==> config.mk <==
export PLATFORM = sky130hd
export DESIGN_NAME = writeback_unit
export DESIGN_NICKNAME = d
export VERILOG_FILES = /design/src/rtl/rv_pkg.sv /design/src/rtl/load_extend.sv /design/src/rtl/writeback_unit.sv
export SDC_FILE = /design/constraint.sdc
export NUM_CORES = 1
export LEC_CHECK = 0
export CORE_ASPECT_RATIO = 0.75
export CORE_MARGIN = 2
export CORE_UTILIZATION = 40
export DETAILED_ROUTE_END_ITERATION = 7
export GPL_TIMING_DRIVEN = 0
export HOLD_SLACK_MARGIN = 0.06
export PLACE_DENSITY_LB_ADDON = 0.08
export SYNTH_ARGS = -nofsm -noshare
export SYNTH_HDL_FRONTEND = slang
export SYNTH_SLANG_ARGS = --single-unit
==> constraint.sdc <==
create_clock -name clk_i -period 5 [get_ports clk_i]
set_clock_uncertainty 0.05 [all_clocks]
set_input_delay 1.25 -clock clk_i [delete_from_list [all_inputs] [get_ports clk_i]]
set_output_delay 1.25 -clock clk_i [all_outputs]
set_load 0.02 [all_outputs]
==> src/rtl/rv_pkg.sv <==
// Shared RV32I constants and writeback FSM state type.
package rv_pkg;

  localparam logic [6:0] OP_R      = 7'b0110011;
  localparam logic [6:0] OP_I      = 7'b0010011;
  localparam logic [6:0] OP_LOAD   = 7'b0000011;
  localparam logic [6:0] OP_STORE  = 7'b0100011;
  localparam logic [6:0] OP_BRANCH = 7'b1100011;
  localparam logic [6:0] OP_LUI    = 7'b0110111;
  localparam logic [6:0] OP_JAL    = 7'b1101111;
  localparam logic [6:0] OP_JALR   = 7'b1100111;

  localparam logic [2:0] F3_LB  = 3'b000;
  localparam logic [2:0] F3_LH  = 3'b001;
  localparam logic [2:0] F3_LW  = 3'b010;
  localparam logic [2:0] F3_LBU = 3'b100;
  localparam logic [2:0] F3_LHU = 3'b101;

  typedef enum logic {
    IDLE      = 1'b0,
    LOAD_WAIT = 1'b1
  } wb_state_e;

endpackage

==> src/rtl/load_extend.sv <==
// Load lane selection and sign/zero extension; flags illegal widths and misalignment.
module load_extend
  import rv_pkg::*;
(
  input  logic [2:0]  funct3_i,
  input  logic [1:0]  offset_i,
  input  logic [31:0] word_i,
  output logic [31:0] data_o,
  output logic        fault_o
);

  logic [7:0]  byte_sel;
  logic [15:0] half_sel;

  always_comb begin
    case (offset_i)
      2'd0:    byte_sel = word_i[7:0];
      2'd1:    byte_sel = word_i[15:8];
      2'd2:    byte_sel = word_i[23:16];
      default: byte_sel = word_i[31:24];
    endcase
    half_sel = offset_i[1] ? word_i[31:16] : word_i[15:0];
  end

  always_comb begin
    data_o  = '0;
    fault_o = 1'b0;
    case (funct3_i)
      F3_LB:  data_o = {{24{byte_sel[7]}}, byte_sel};
      F3_LBU: data_o = {24'b0, byte_sel};
      F3_LH: begin
        data_o  = {{16{half_sel[15]}}, half_sel};
        fault_o = offset_i[0];
      end
      F3_LHU: begin
        data_o  = {16'b0, half_sel};
        fault_o = offset_i[0];
      end
      F3_LW: begin
        data_o  = word_i;
        fault_o = (offset_i != 2'b00);
      end
      default: fault_o = 1'b1;
    endcase
  end

endmodule

==> src/rtl/writeback_unit.sv <==
// Retire-stage writeback: registers ALU/LUI/link results and waits on memory for loads.
module writeback_unit
  import rv_pkg::*;
#(
  parameter int ADDR_W       = 14,
  parameter int LOAD_TIMEOUT = 16
) (
  input  logic              clk_i,
  input  logic              rst_i,
  input  logic              in_valid_i,
  output logic              in_ready_o,
  input  logic [6:0]        opcode_i,
  input  logic [2:0]        funct3_i,
  input  logic [4:0]        rd_i,
  input  logic [31:0]       alu_result_i,
  input  logic [31:0]       imm32_i,
  input  logic [ADDR_W-1:0] pc_i,
  input  logic              mem_rvalid_i,
  input  logic [31:0]       mem_rdata_i,
  output logic              regWrite_o,
  output logic [4:0]        wrd_o,
  output logic [31:0]       wdata_o,
  output logic              err_o,
  output logic [31:0]       retire_cnt_o
);

  localparam int TW = $clog2(LOAD_TIMEOUT + 1);
  localparam logic [TW-1:0] TIMER_LAST = TW'(LOAD_TIMEOUT - 1);

  wb_state_e   state_q, state_d;
  logic [TW-1:0] timer_q, timer_d;
  logic [4:0]  ld_rd_q, ld_rd_d;
  logic [2:0]  ld_f3_q, ld_f3_d;
  logic [1:0]  ld_off_q, ld_off_d;
  logic        regwrite_q, regwrite_d;
  logic [4:0]  wrd_q, wrd_d;
  logic [31:0] wdata_q, wdata_d;
  logic        err_q, err_d;
  logic [31:0] retire_q, retire_d;

  logic        accept, is_load, timeout_hit;
  logic        op_writes;
  logic [31:0] op_wdata;
  logic [2:0]  le_f3;
  logic [1:0]  le_off;
  logic [31:0] le_data;
  logic        le_fault;

  assign in_ready_o  = (state_q == IDLE);
  assign accept      = in_valid_i && in_ready_o;
  assign is_load     = (opcode_i == OP_LOAD);
  assign timeout_hit = (timer_q == TIMER_LAST);

  // One extractor: in IDLE it vets the incoming load, in LOAD_WAIT it shapes the returned word.
  assign le_f3  = (state_q == LOAD_WAIT) ? ld_f3_q  : funct3_i;
  assign le_off = (state_q == LOAD_WAIT) ? ld_off_q : alu_result_i[1:0];

  load_extend u_load_extend (
    .funct3_i (le_f3),
    .offset_i (le_off),
    .word_i   (mem_rdata_i),
    .data_o   (le_data),
    .fault_o  (le_fault)
  );

  always_comb begin
    op_writes = 1'b1;
    op_wdata  = alu_result_i;
    case (opcode_i)
      OP_R, OP_I:          op_wdata = alu_result_i;
      OP_LUI:              op_wdata = imm32_i;
      OP_JAL, OP_JALR:     op_wdata = 32'(pc_i) + 32'd4;
      OP_STORE, OP_BRANCH: op_writes = 1'b0;
      default:             op_writes = 1'b0;
    endcase
  end

  always_ff @(posedge clk_i) begin
    if (rst_i) begin
      state_q <= IDLE;
    end else begin
      state_q <= state_d;
    end
  end

  always_comb begin
    state_d = state_q;
    case (state_q)
      IDLE:      if (accept && is_load && !le_fault) state_d = LOAD_WAIT;
      LOAD_WAIT: if (mem_rvalid_i || timeout_hit)    state_d = IDLE;
      default:   state_d = IDLE;
    endcase
  end

  always_comb begin
    regwrite_d = 1'b0;
    err_d      = 1'b0;
    wrd_d      = wrd_q;
    wdata_d    = wdata_q;
    retire_d   = retire_q;
    timer_d    = timer_q;
    ld_rd_d    = ld_rd_q;
    ld_f3_d    = ld_f3_q;
    ld_off_d   = ld_off_q;
    case (state_q)
      IDLE: begin
        if (accept) begin
          if (is_load) begin
            if (le_fault) begin
              err_d = 1'b1;
            end else begin
              ld_rd_d  = rd_i;
              ld_f3_d  = funct3_i;
              ld_off_d = alu_result_i[1:0];
              timer_d  = '0;
            end
          end else begin
            retire_d = retire_q + 32'd1;
            if (op_writes && (rd_i != 5'd0)) begin
              regwrite_d = 1'b1;
              wrd_d      = rd_i;
              wdata_d    = op_wdata;
            end
          end
        end
      end
      LOAD_WAIT: begin
        if (mem_rvalid_i) begin
          retire_d = retire_q + 32'd1;
          if (ld_rd_q != 5'd0) begin
            regwrite_d = 1'b1;
            wrd_d      = ld_rd_q;
            wdata_d    = le_data;
          end
        end else if (timeout_hit) begin
          err_d = 1'b1;
        end else begin
          timer_d = timer_q + TW'(1);
        end
      end
      default: ;
    endcase
  end

  always_ff @(posedge clk_i) begin
    if (rst_i) begin
      timer_q    <= '0;
      ld_rd_q    <= '0;
      ld_f3_q    <= '0;
      ld_off_q   <= '0;
      regwrite_q <= 1'b0;
      wrd_q      <= '0;
      wdata_q    <= '0;
      err_q      <= 1'b0;
      retire_q   <= '0;
    end else begin
      timer_q    <= timer_d;
      ld_rd_q    <= ld_rd_d;
      ld_f3_q    <= ld_f3_d;
      ld_off_q   <= ld_off_d;
      regwrite_q <= regwrite_d;
      wrd_q      <= wrd_d;
      wdata_q    <= wdata_d;
      err_q      <= err_d;
      retire_q   <= retire_d;
    end
  end

  assign regWrite_o   = regwrite_q;
  assign wrd_o        = wrd_q;
  assign wdata_o      = wdata_q;
  assign err_o        = err_q;
  assign retire_cnt_o = retire_q;

endmodule

-- Yosys cells after proc, flatten, opt, wreduce, memory -nomap -nowiden
Cells that the tools add are included.
- output and inout bits: 72
- logic and storage cells: 101
- input port bits: 129
- register bits after elaboration: 87
- reduce and logical (&&, ||, !) cells: 19
- equal/unequal tests: 22
- add/sub/neg operators: 3
- bitwise logic cells: 2
- muxes and demuxes: 45
- operators with widths (cell ; number):
    $mux 32 ; 8
    $pmux 32 s2 ; 3
    $pmux 32 s5 ; 1
    $mux 5 ; 10
    $add 32x1->32 const B ; 1
    $pmux 8 s3 ; 1
    $pmux 5 s2 ; 2
    $mux 16 ; 1
    $add 14x3->15 const B ; 1
    $eq 7x6->1 const B ; 2
    $eq 7x7->1 const B ; 2
    $mux 1 ; 13
    $ne 2x2->1 const B ; 5
    $reduce_and 5->1 ; 2
    $reduce_bool 5->1 ; 2
    $ne 2x1->1 const B ; 4
    $eq 7x2->1 const B ; 1
    $eq 7x5->1 const B ; 1
    $eq 3x3->1 const B ; 2
    $pmux 1 s2 ; 3
    $reduce_or 2->1 ; 3
    $add 5x1->5 const B ; 1
    $eq 5x4->1 const B ; 1
    $reduce_or 5->1 ; 1
    16 further kinds ; 20

-- Depth between registers and ports, before layout
- depth after elaboration: 8
- mapped depth: 9
- gate-level depth less buffers: 7

-- Hierarchy
Synthesis repeated with hierarchy kept, for this count alone.
- cell total of the unflattened synthesis: 600
- area, all modules: 5380.2 um2
- by module, submodules not included (module ; cells an instance ; sequential area each (um2) ; times used ; area each (um2)):
    writeback_unit ; 522 ; 1741.7 ; 1 ; 4694.5
    load_extend ; 78 ; 0.0 ; 1 ; 685.7

-- Least setup slack after synthesis
No wires, ideal clock.
- path type: input port to flip-flop
- start point: input port opcode_i[3]
- end point: register wdata_q[26], in the netlist wdata_o[26]
- path buffers: 3
- required time: 4.815 ns
- path slack: 2.114 ns
- stages on the path: 8
- arrival: 2.700 ns
- setup time: 0.135 ns
- cells stage by stage: or3b_4 a21o_1 buf_6 and2_4 buf_6 buf_8 a222oi_1 a211oi_1
- cells in the longest elaborated chain, start to end: 7
- elaborated cells on any way between the ends: 18
- those cells by class: eq/ne (8); mux (6); reduce/logical (4)
- ends and longest elaborated chain (item ; line ; source):
    from (decl) ; writeback_unit.sv:12 ; input logic [6:0] opcode_i,
    $eq 7x7->1 ; writeback_unit.sv:69 ; case (opcode_i)
    $reduce_or 2->1 ; n/a ;
    $pmux 32 s2 ; writeback_unit.sv:69 ;
    $mux 32 ; writeback_unit.sv:119 ; if (op_writes && (rd_i != 5'd0)) begin
    $mux 32 ; writeback_unit.sv:108 ; if (is_load) begin
    $mux 32 ; writeback_unit.sv:107 ; if (accept) begin
    $pmux 32 s2 ; writeback_unit.sv:105 ; case (state_q)
    to (signal assigned) ; writeback_unit.sv:163 ; wdata_q <= wdata_d;
    to (decl) ; writeback_unit.sv:37 ; logic [31:0] wdata_q, wdata_d;
Parallel ways exist; a longest one is shown, timed or not. The select of a mux whose other input is x is not followed.
A chain may end at the register's enable or synchronous reset.

-- Worst setup path in the final report
- start point: input port opcode_i[4]
- end point: register wdata_q[29], in the netlist wdata_o[29]
Same word-level chain as after synthesis.

==> metrics.md <==
| Metric | Value |
|---|---|
| Mapped Nets | 766 |
| I/O Buffers | 198 |
| Hold wc startpoint | wdata_o[16] |
| Routed vias | 6027 |
| Area grow syn2layout | 46.0% |
| Crit end category | register |
| Gate Count Post-Synth | 633 |
| Top post-synthesis cells by area | dfxtp_1 32%, nor2_1 5.9%, mux2i_1 4.1%, a222oi_1 3.4%, a211oi_1 3.2% |
| Total chip power | 1.60 mW |
| Proportion of layout cells with a drive suffix above 1 | 8.15% |
| Avg Vias per Cell | 5.92 |
| Leakage | 2.67 nW |
| H-tree levels | 3 |
| CTS tree | done |
| Total Routing Usage GR | 28.4% |
| Remaining Overflow, GRT | 0 |
| Slew headroom | 27.2% |
| # hold bufs at CTS | 0 |
| WS Path Type | in -> reg |
| Flops & latches, synth | 87 |
| Max Cap Viol | 0 |
| Die height | 104 µm |
| # rows | 36 |
| Hold/Removal Path Class | reg -> reg |
| WL/cell | 20.3 µm |
| Synth Flop Type | dfxtp_1 |
| Worst ir drop on vdd | 0.133 mV |
| Crit path required time | 5.19 ns |
| R2r startpoint | state_q |
| Slew Viols, Final | 0 |
| Leading area contributor after synthesis | dfxtp_1 |
| Int Pwr | 1.18 mW |
| Startpoint Class | input port |
| Mapped Avg Cell Area | 8.47 µm² |
| Ys async rst share | 0% |
| I/O pin total | 201 |
| Die X | 138 µm |
| Synth warnings | 0 |
| Sw Share | 25.9% |
| Minimum clock period | 3.62 ns |
| Drt pass-1 iters | 8 |
| Num Clock Sinks | 87 |
| DRT iter0 DRCs | 577 |
| Synth Cell Area | 5360 µm² |
| CTS max path bufs | 2 |
| Worst hold margin | 0.449 ns |
| Top-count cell post-synth | dfxtp_1 |
| Synth cell types | 77 |
| Post-cts resize count | 0 |
| Die ar. | 14400 µm² |
| CP Max Fanout | 10 |
| Setup bufs post-CTS | 0 |
| RePlAce Congestion | 0.887 |
| Commonest cells post-synth | 87 x dfxtp_1, 84 x nor2_1, 44 x nand2_1 |
| Number of synthesized flops with an enable pin | 0 |
| Fmax | 0.277 GHz |
| Tcrit/Tclk final | 72.3% |
| First-pass GRT wire length | 31.5 mm |
| Largest net degree at the start of global routing | 16 |
| PD cells | 204 nW/µm² |
| Origin of the worst setup path | opcode_i[4] |
| Combinational power share | 16.7% |
| Hpwl dp | 16.5 mm |
| Routed WL | 20.7 mm |
| Run status | finished clean |
| Residual DRC count | 0 |
| Clock latency on the worst-skew pair | 0.33 ns |
| Slew of the pin with the lowest slew margin | 1.07 ns |
| Core ar. | 13100 µm² |
| Ant diodes | 0 |
| Seq/Total Area, Yosys | 32.5% |
| Share of the synthesized area in the top cell type | 32.5% |
| P_sw | 413 µW |
| Worst endpoint data arrival time | 3.80 ns |
| Initial antenna violation count | 1 |
| Num CTS Buffers | 9 |
| Final sum of negative setup slack | 0 ns |
| ANT nets after route | 0 |
| Initial Util | 41.1% |
| Final net count | 975 |
| Unrepaired setup endpoints after global routing | no |
| Vias in the first global route | 5725 |
| Final Setup Violations | 0 |
| Root Buffer | clkbuf_16 |
| Sequential power share | 44.2% |
| Clock network power share | 39.1% |
| CTS clock-pin slew for the worst setup and hold paths | 0.07 ns |
| Final hold violation count | 0 |
==> logic make-up (layout without fill, tap and decap cells) <==
| family | count (synthesis) | after routing | share of synthesized area [%] |
|---|---|---|---|
| and+or+nand+nor | 226 | 226 | 20.9 |
| AOI/OAI and AO/OA | 199 | 199 | 28.9 |
| DFF | 87 | 87 | 32.5 |
| buffers and inverters | 53 | 267 | 4.99 |
| xor gates and xnor gates | 36 | 36 | 5.88 |
| muxes | 28 | 28 | 6.00 |
| adders and majority gates | 4 | 4 | 0.933 |
==> critical path: stages <==
cell and delay [ns]:
clkdlybuf4s50_1 0.59, nor3b_1 0.43, a2bb2oi_1 0.20, o21ai_2 0.48, clkbuf_1 0.52, nor2_1 0.09
a211oi_1 0.25
==> state kept, by name, summed over array words and instances, names as in the netlist <==
signal / count
ld_off_q: 2
retire_cnt_o: 32
timer_q: 5
err_o: 1
regWrite_o: 1
ld_rd_q: 5
state_q: 1
wrd_o: 5
ld_f3_q: 3
wdata_o: 32
==> final timing paths <==
check                     end  cells after the start  slack, ns
setup / recovery  wdata_o[29]                      7       1.38
hold reg to reg   wdata_o[16]                      2       0.45
hold / removal    wdata_o[16]                      2       0.45
setup reg to reg   wdata_o[2]                      7       2.23
==> layout by cell type (no fill, tap or decap), drive strengths merged, types with 18 or more instances in the layout <==
cell type and n:
a21oi 26, buf 19, xor2 18, o21ai 29, dfxtp 87, nor2 84, nand2 44, a222oi 18
a211oi 26, mux2i 24, clkdlybuf4s50 198, xnor2 18, clkbuf 33, nor3 22
==> metrics by stage <==
stage / setup slack, ns / std cells / utilization [%] / cell area (µm²)
floorplan: 2.11 / 633 / - / 5360
finish: 1.38 / 1018 / 59.9 / 7830
CTS: 1.42 / 1018 / 59.9 / 7830
global route: 1.17 / 1018 / 59.9 / 7830
detailed placement: 1.07 / 1002 / 57.9 / 7560
global placement: 1.13 / 1002 / 57.9 / 7560
==> power groups by stage <==
stage	combinational [mW]	clock (mW)	sequential [mW]
after floorplan	0.0919	0	0.728
after global placement	0.260	0	0.720
after detailed placement	0.263	0	0.721
after CTS	0.264	0.633	0.705
after global routing	0.284	0.666	0.705
final	0.267	0.625	0.705
==> final cells by class <==
type | instances | area, µm²
Timing Repair Buffer | 198 | 1980
Multi-Input combinational cell | 493 | 3350
Clock inverter | 6 | 42.5
Clock buffer | 10 | 229
Sequential cell | 87 | 1740
Tap cell | 171 | 214
Buffer | 42 | 226
Inverter | 11 | 41.3
Fill cell | 1175 | 5230
==> routing by layer <==
metal | global-route usage, % | up-vias | routed length, µm | share of wire, %
li1 | - | 2852 | - | -
met1 | 40.3 | 2887 | 9710 | 47
met2 | 43.1 | 266 | 8970 | 43
met3 | 7.41 | 22 | 1730 | 8.4
met4 | 5.98 | 0 | 261 | 1.3
met5 | 0 | - | 0 | 0
Power figures use the tool's default switching activity.
